### src/rtl/s2_pkg.sv
// ---------------------------------------------------------------------------
// s2_pkg
// Shared definitions for the stage-2 operand path.
//   S2_DEPTH       : entries per operand bank (dir_counter sweeps 0..35)
//   S2_BANKS       : number of operand banks (dir selects 0..3)
//   loader_state_t : operand loader FSM states
// ---------------------------------------------------------------------------
package s2_pkg;

    localparam int S2_DEPTH = 36;
    localparam int S2_BANKS = 4;

    typedef enum logic [1:0] {
        LOAD      = 2'd0,
        ARM       = 2'd1,
        WAIT_DONE = 2'd2
    } loader_state_t;

endpackage : s2_pkg

### src/rtl/operand_bank_ram.sv
// ---------------------------------------------------------------------------
// operand_bank_ram
// Simple dual-port operand store, BANKS x DEPTH words of DATA_W bits, kept as
// one flat array so it maps onto a single block RAM.
//   clk, reset        : clock, synchronous active-high reset (read reg only)
//   wr_en             : write strobe
//   wr_bank, wr_idx   : write bank / entry
//   wr_data           : write data
//   rd_bank, rd_idx   : read bank / entry, presented every cycle
//   rd_data           : registered read data, one cycle after the address;
//                       0 when rd_idx is beyond the bank depth
// ---------------------------------------------------------------------------
module operand_bank_ram
    import s2_pkg::*;
#(
    parameter int DATA_W = 16,
    parameter int DEPTH  = S2_DEPTH,
    parameter int BANKS  = S2_BANKS,
    parameter int BANK_W = 2,
    parameter int IDX_W  = 6
) (
    input  logic              clk,
    input  logic              reset,
    input  logic              wr_en,
    input  logic [BANK_W-1:0] wr_bank,
    input  logic [IDX_W-1:0]  wr_idx,
    input  logic [DATA_W-1:0] wr_data,
    input  logic [BANK_W-1:0] rd_bank,
    input  logic [IDX_W-1:0]  rd_idx,
    output logic [DATA_W-1:0] rd_data
);

    localparam int WORDS = BANKS * DEPTH;
    localparam int AW    = $clog2(WORDS);

    logic [DATA_W-1:0] mem [WORDS];
    logic [AW-1:0]     wr_addr;
    logic [AW-1:0]     rd_addr;
    logic              rd_in_range;
    logic [DATA_W-1:0] rd_data_q;

    // Bank-major flattening: word = bank * DEPTH + entry.
    assign wr_addr     = AW'(wr_bank) * AW'(DEPTH) + AW'(wr_idx);
    assign rd_addr     = AW'(rd_bank) * AW'(DEPTH) + AW'(rd_idx);
    assign rd_in_range = (rd_idx < IDX_W'(DEPTH));

    // Array contents are intentionally never reset.
    always_ff @(posedge clk) begin
        if (wr_en) begin
            mem[wr_addr] <= wr_data;
        end
    end

    always_ff @(posedge clk) begin
        if (reset) begin
            rd_data_q <= '0;
        end else if (rd_in_range) begin
            rd_data_q <= mem[rd_addr];
        end else begin
            rd_data_q <= '0;
        end
    end

    assign rd_data = rd_data_q;

endmodule : operand_bank_ram

### src/rtl/operand_loader_s2.sv
// ---------------------------------------------------------------------------
// operand_loader_s2
// Stage-2 operand loader. Collects a 144-beat frame from a valid/ready stream
// into 4 banks x 36 entries, pulses data_rdy, then holds the buffer locked
// while the control FSM sweeps it via dir/dir_counter until data_done.
//
// Optional feature macro: LOADER_TIMEOUT_EN -- enables a done-watchdog in
// WAIT_DONE that pulses timeout and returns to LOAD after TIMEOUT_CYC cycles.
// Without it, timeout is tied 0 and WAIT_DONE waits indefinitely.
//
// Ports:
//   clk, reset        : clock, synchronous active-high reset
//   s_valid/s_data/s_last/s_ready : input operand stream
//   data_rdy          : one-cycle pulse, frame stored and ready for sweep
//   data_done         : one-cycle pulse from control FSM, sweep finished
//   dir, dir_counter  : read bank / entry select
//   rd_data           : registered read data (1-cycle latency, 0 if entry>35)
//   frame_err         : one-cycle pulse, frame discarded on bad s_last
//   timeout           : one-cycle pulse, watchdog expired
//   busy              : high while the buffer is locked (ARM, WAIT_DONE)
// ---------------------------------------------------------------------------
module operand_loader_s2
    import s2_pkg::*;
#(
    parameter int DATA_W      = 16,
    parameter int DEPTH       = S2_DEPTH,
    parameter int BANKS       = S2_BANKS,
    parameter int TIMEOUT_CYC = 1024
) (
    input  logic              clk,
    input  logic              reset,
    input  logic              s_valid,
    input  logic [DATA_W-1:0] s_data,
    input  logic              s_last,
    output logic              s_ready,
    output logic              data_rdy,
    input  logic              data_done,
    input  logic [1:0]        dir,
    input  logic [5:0]        dir_counter,
    output logic [DATA_W-1:0] rd_data,
    output logic              frame_err,
    output logic              timeout,
    output logic              busy
);

    localparam int BANK_W = 2;
    localparam int IDX_W  = 6;

    loader_state_t     state_q, state_d;
    logic [BANK_W-1:0] bank_q, bank_d;
    logic [IDX_W-1:0]  addr_q, addr_d;
    logic              frame_err_q, frame_err_d;
    logic              wr_en;
    logic              last_slot;
    logic              wd_expired;

    assign last_slot = (bank_q == BANK_W'(BANKS - 1)) && (addr_q == IDX_W'(DEPTH - 1));

`ifdef LOADER_TIMEOUT_EN
    localparam int WD_W = $clog2(TIMEOUT_CYC + 1);

    logic [WD_W-1:0] wd_q;

    // Counts cycles spent in WAIT_DONE; held at zero elsewhere so every
    // entry starts from a clean count.
    always_ff @(posedge clk) begin
        if (reset) begin
            wd_q <= '0;
        end else if (state_q != WAIT_DONE) begin
            wd_q <= '0;
        end else begin
            wd_q <= wd_q + WD_W'(1);
        end
    end

    assign wd_expired = (state_q == WAIT_DONE) && (wd_q == WD_W'(TIMEOUT_CYC));
    // A simultaneous data_done takes priority over expiry.
    assign timeout    = wd_expired && !data_done;
`else
    logic unused_timeout_cfg;

    assign unused_timeout_cfg = ^TIMEOUT_CYC;
    assign wd_expired         = 1'b0;
    assign timeout            = 1'b0;
`endif

    always_ff @(posedge clk) begin
        if (reset) begin
            state_q     <= LOAD;
            bank_q      <= '0;
            addr_q      <= '0;
            frame_err_q <= 1'b0;
        end else begin
            state_q     <= state_d;
            bank_q      <= bank_d;
            addr_q      <= addr_d;
            frame_err_q <= frame_err_d;
        end
    end

    always_comb begin
        state_d     = state_q;
        bank_d      = bank_q;
        addr_d      = addr_q;
        frame_err_d = 1'b0;
        wr_en       = 1'b0;

        case (state_q)
            LOAD: begin
                if (s_valid) begin
                    wr_en = 1'b1;
                    if (last_slot) begin
                        bank_d = '0;
                        addr_d = '0;
                        if (s_last) begin
                            state_d = ARM;
                        end else begin
                            frame_err_d = 1'b1;
                        end
                    end else if (s_last) begin
                        // Early end of frame: restart, leave partial data stale.
                        bank_d      = '0;
                        addr_d      = '0;
                        frame_err_d = 1'b1;
                    end else if (addr_q == IDX_W'(DEPTH - 1)) begin
                        addr_d = '0;
                        bank_d = bank_q + BANK_W'(1);
                    end else begin
                        addr_d = addr_q + IDX_W'(1);
                    end
                end
            end

            ARM: begin
                state_d = WAIT_DONE;
            end

            WAIT_DONE: begin
                if (data_done || wd_expired) begin
                    state_d = LOAD;
                end
            end

            default: begin
                state_d = LOAD;
            end
        endcase
    end

    assign s_ready   = (state_q == LOAD);
    assign data_rdy  = (state_q == ARM);
    assign busy      = (state_q != LOAD);
    assign frame_err = frame_err_q;

    operand_bank_ram #(
        .DATA_W (DATA_W),
        .DEPTH  (DEPTH),
        .BANKS  (BANKS),
        .BANK_W (BANK_W),
        .IDX_W  (IDX_W)
    ) u_ram (
        .clk     (clk),
        .reset   (reset),
        .wr_en   (wr_en),
        .wr_bank (bank_q),
        .wr_idx  (addr_q),
        .wr_data (s_data),
        .rd_bank (dir),
        .rd_idx  (dir_counter),
        .rd_data (rd_data)
    );

endmodule : operand_loader_s2
### config.mk
export PLATFORM = sky130hd
export DESIGN_NAME = operand_loader_s2
export DESIGN_NICKNAME = d
export VERILOG_FILES = /design/src/rtl/s2_pkg.sv /design/src/rtl/operand_bank_ram.sv /design/src/rtl/operand_loader_s2.sv
export SDC_FILE = /design/constraint.sdc
export NUM_CORES = 2
export LEC_CHECK = 0
export BUFFER_PORTS_ARGS = -buffer_cell sky130_fd_sc_hd__buf_2
export CAP_MARGIN = 0
export CORE_MARGIN = 2
export CORE_UTILIZATION = 40
export DETAILED_ROUTE_END_ITERATION = 8
export GPL_TIMING_DRIVEN = 0
export HOLD_SLACK_MARGIN = 0.03
export PLACE_DENSITY = 0.52
export SKIP_CTS_REPAIR_TIMING = 1
export SYNTH_ARGS = -nofsm -noshare
export SYNTH_HDL_FRONTEND = slang
export SYNTH_SLANG_ARGS = --single-unit
### constraint.sdc
create_clock -name clk -period 4.33 [get_ports clk]
set_input_delay 1.299 -clock clk [delete_from_list [all_inputs] [get_ports clk]]
set_output_delay 1.299 -clock clk [all_outputs]
set_load 0.05 [all_outputs]
* Word-level counts from Yosys, hierarchy flattened
Memory sizes are Yosys's and may differ from the RTL's. A register that Yosys moved wholly into a read port is not among the register bits. Index checks and enable logic that the tools add are counted.
Storage, ports and cells: register bits after elaboration 11, bits in latches 0, memory bits (writable) 2304, memory bits (read-only) 0, logic and storage cells 50, memories kept 1
Memories:
- u_ram.mem | words 144, bits a word 16, read ports 1, clocked after Yosys merged registers in 1, write ports 1, RTL line operand_bank_ram.sv:36 | logic [DATA_W-1:0] mem [WORDS];
Operators by class: $add $sub $neg 4, $mul 2, div/mod/pow operators 0, $lt $le $gt $ge 1, equal/unequal tests 8, shift-type cells 0, mux-type cells 18, bitwise gates (word level) 3, reductions and logical operators 9
Operators with widths (number):
- $mux 6 | 3
- $add 8x6->8 | 2
- $mux 2 | 7
- $mul 2x4->6 const B | 2
- $mux 1 | 7
- $add 6x1->6 const B | 1
- $eq 6x6->1 const B | 1
- $lt 6x6->1 const B | 1
- $ne 2x2->1 const B | 3
- $pmux 2 s3 | 1
- $eq 2x2->1 const B | 2
- $reduce_and 4->1 | 1
- $not 1->1 | 3
- $reduce_and 3->1 | 1
- $reduce_bool 3->1 | 1
- $reduce_or 3->1 | 1
- $add 2x1->2 const B | 1
- $eq 2x1->1 const B | 1
- $logic_not 2->1 | 1
- $ne 2x1->1 const B | 1
- $reduce_and 2->1 | 1
- $reduce_bool 2->1 | 1
- $reduce_or 2->1 | 1
- $logic_and 1x1->1 | 1

* Logic depth before layout (Yosys ltp)
depth in word-level cells 5, gate-level depth with buffers 14

* Modules after synthesis
From an unflattened synthesis, not the netlist that was laid out.
Second synthesis, totals: cells, all modules 3965, area total of the unflattened synthesis 89930.0 sq um
By module, submodules not included:
- operand_bank_ram | times used 1, cells an instance 3898, area each 89336.9 sq um
- operand_loader_s2 | times used 1, cells an instance 67, area each 593.1 sq um

* Worst setup path after synthesis
No wires, ideal clock.
path kind input port to flip-flop, start point input port dir[0], end point register u_ram.rd_data_q[11], in the netlist u_ram.rd_data[11], read port of u_ram.mem, library setup time 0.117 ns, arrival 3.647 ns, path slack 0.565 ns, stages 11, path buffers 2, cells stage by stage ha_1 inv_1 fa_1 buf_2 inv_2 buf_1 mux4_2 nand2_1 nand4_1 o2111ai_1 nor2_1
Between the ends: word-level cells in the longest chain between the ends 2
Ends and longest elaborated chain:
- start: declaration | RTL line operand_loader_s2.sv:38 | input logic [1:0] dir,
- $mul 2x4->6 | RTL line operand_bank_ram.sv:44 | assign rd_addr = AW'(rd_bank) * AW'(DEPTH) + AW'(rd_idx);
- $add 8x6->8 | RTL line operand_bank_ram.sv:44
- end: declaration | RTL line operand_bank_ram.sv:40 | logic [DATA_W-1:0] rd_data_q;
Every way passes these cells. A chain may end at the register's enable or synchronous reset.

* Worst setup path after layout
start point input port dir_counter[1], end point register u_ram.rd_data_q[0], in the netlist u_ram.rd_data[0], read port of u_ram.mem
Between the ends: word-level cells in the longest chain between the ends 3, elaborated cells between the ends (all ways) 4
Ends and longest elaborated chain:
- start: declaration | RTL line operand_loader_s2.sv:39 | input logic [5:0] dir_counter,
- $lt 6x6->1 | RTL line operand_bank_ram.sv:45 | assign rd_in_range = (rd_idx < IDX_W'(DEPTH));
- $not 1->1 (no source line)
- $reduce_or 2->1 (no source line)
Several ways; a longest one is shown, not always the timed one.

==> run summary <==
Mux contribution to synthesized area = 16.7%
Vias in the first global route = 44800
Most frequent cells after synthesis = edfxtp_1 (2304), mux4_2 (627), nand2_1 (212), nor2_1 (179), buf_2 (105)
FP Rows = 174
CP most frequent cell = buf_2
Synth warn = 0
Synth top area share = 76.9%
Die area = 229000 sq um
Syn_nets = 4053
Total GRT Usage = 26.4%
Setup crit end kind = flop
Synth top area cells = edfxtp_1 (77%), mux4_2 (16%), nand2_1 (0.88%)
Max-slew violations = 10
Fin. Hold Viols = 0
Drt pass-1 iters = 6
Min-Delay Endpoint = addr_q[1]$_SDFFE_PP0P_
Horiz. Die Dim = 478 um
Area post-placement = 97200 sq um
Drt drc = 0
Initial Utilization = 40.1%
Post-synthesis simple-gate area fraction = 2.46%
Required time of the critical path = 5.06 ns
Hold slack final = 0.534 ns
Slew headroom = -3.54%
Worst clock skew = 0.0659 ns
Critical Path Max Stage Delay = 0.75 ns
Maxcap violations = 3
Most numerous cell in the Yosys netlist = edfxtp_1
Synth Area in Compound Gates = 1.51%
RSZ-0062 raised after global routing = no
Routed len/inst = 39.7 um
FF-to-FF setup slack = 0.02 ns
Crit share post-route = 104%
Leading area contributor after synthesis = edfxtp_1
Post-synthesis adder-cell area fraction = 0.211%
Num CTS Buffers = 237
Status = finished, violations left
Layout cells sized above 1 = 32.9%
Hold crit path type = flop to flop
Vias/cell = 6.10
Asr flop ratio synth = 0%
Setup TNS = -1.25 ns
Worst-path cell chain = buf_4 > buf_2 > buf_2 > buf_2 > mux2i_1 > a211oi_1 > o32ai_1 > a211oi_4
Cell variety after synth = 63
Hold path cells = 2
Worst skew pair latency = 0.92 ns
H-Tree Depth = 4
Final WL = 303000 um
Pwr/cell area = 468 nW/um^2
Final setup fails = 14
Flops & latches, synth = 2331
Area Growth Syn to Fin = 17.1%
Crit path launch type = input port
Total power = 49.3 mW
CP max-delay cell = a211oi_1
Final core occ = 47.0%
F_max = 222 MHz
Crit Reg-Reg Endpoint = u_ram.mem[12][6]$_DFFE_PP_
Sequential area share after synthesis = 77.5%
I/O Buffers = 44
Worst path arrival time = 5.24 ns
Fin area = 105000 sq um
Violated checks = max-capacitance violations, max-slew violations, negative setup slack
Max Buffers Root-to-Sink = 3
Worst R2R Start = addr_q[2]$_SDFFE_PP0P_
Post-synth EDFFs = 2304
Top-level port count = 50
Tmin final = 4.50 ns
Max IR drop VDD = 0.000477 V
Antenna Nets Post-Route = 0
CP max FO = 10
Initial DRC count = 7409
Core Box Area = 224000 sq um
Main synth FF type = edfxtp_1
Hold_sp = addr_q[1]$_SDFFE_PP0P_
Reg clk slew, reported paths = 0.06 ns
Setup CP Type = input port to flop
TritonCTS clock tree = built
First-pass GRT wire length = 405000 um
Worst-Margin Slew = 1.55 ns
Chip height = 478 um
Antenna violations before repair = 27
Layout net count = 4478
Largest net degree at the start of global routing = 116
Largest family of logic cells by synthesized area = multiplexers
Mean Syn Cell Area = 22.4 sq um
Clock root cell = clkbuf_16
Netlist Area Pre-Place = 90000 sq um
Leak pwr = 32.9 nW
Reg2Reg Depth = 6
Num Clock Sinks = 2331
GR Overflow Total = 0
Synthesized instance count = 4010
Via count = 46700
Worst Setup Slack, final = -0.175 ns
DP Wirelength = 204000 um
GPL Wtd Cong = 0.983
Post-Synth XOR/XNOR Area = 0.159%
cells in the final DEF, fill, tap and decap left out, types with 43 or more instances in the layout:
master and instances:
mux2i_1 68, nand2_1 212, clkbuf_16 237, clkbuf_1 87
edfxtp_1 2304, nand3_1 43, buf_8 82, buf_16 55
buf_2 119, mux4_2 627, clkinv_1 56, nor2_2 119
buf_4 50, clkinv_2 44
worst max-delay path by stage:
stage                                        end  depth (start not counted)      startpoint
floorplan           u_ram.rd_data[11]$_SDFF_PP0_                         11          dir[0]
global placement     u_ram.rd_data[8]$_SDFF_PP0_                          9          dir[0]
detailed placement   u_ram.rd_data[0]$_SDFF_PP0_                         12          dir[0]
CTS                  u_ram.rd_data[0]$_SDFF_PP0_                         12          dir[0]
global route         u_ram.rd_data[8]$_SDFF_PP0_                         12          dir[0]
finish               u_ram.rd_data[0]$_SDFF_PP0_                          8  dir_counter[1]
power breakdown:
part           total (mW)  internal [mW]  switching [mW]
Combinational        4.00           1.18            2.82
Sequential           24.8           24.8          0.0140
Clock                20.5           11.5            8.97
Total                49.3           37.5            11.8
metrics by stage:
stage | cells | setup slack [ns]
3_5_place_dp | 7182 | -2.81
5_1_grt | 7642 | 0.00681
2_1_floorplan | 4010 | 0.565
3_3_place_gp | 7046 | -3.06
4_1_cts | 7628 | -1.84
6_report | 7644 | -0.175
metal layers:
metal	vias to the layer above	share of wire, %	global-route usage, %
met5	-	0.0059	0
met4	2	4.4	10.4
met3	474	9.9	5.93
met2	2725	45	39.7
met1	25600	40	37.6
li1	17800	-	-
registers in the layout, summed over array words and instances (netlist names):
| register | flops |
|---|---|
| u_ram.mem | 2304 |
| u_ram.rd_data | 16 |
| addr_q | 6 |
| bank_q | 2 |
| state_q | 2 |
| frame_err | 1 |
cell families (layout without fill, tap and decap cells):
group                      after synthesis  after routing
muxes                                  709            709
xor gates and xnor gates                12             12
buffers and inverters                  235            867
and+or+nand+nor                        515            515
DFF                                   2331           2331
other                                    1             11
AOI/OAI and AO/OA                      193            193
adders and majority gates               14             14
area by class of cell:
type                            instances  area (sq um)
Antenna cell                           10          25.0
Timing Repair Buffer                  186          3070
Fill cell                           18600        119000
Clock inverter                        147          1510
Sequential cell                      2331         69700
Tap cell                             2992          3740
Multi-Input combinational cell       1444         19700
Clock buffer                          299          6180
Inverter                               14          57.6
Buffer                                221          1390
critical path: cells and delay by family:
kind | cells | cell delay, ns
AO/OA/AOI/OAI | 3 | 1.57
buffers and inverters | 4 | 2.10
multiplexers | 1 | 0.23
(Power assumes the default switching activity.)
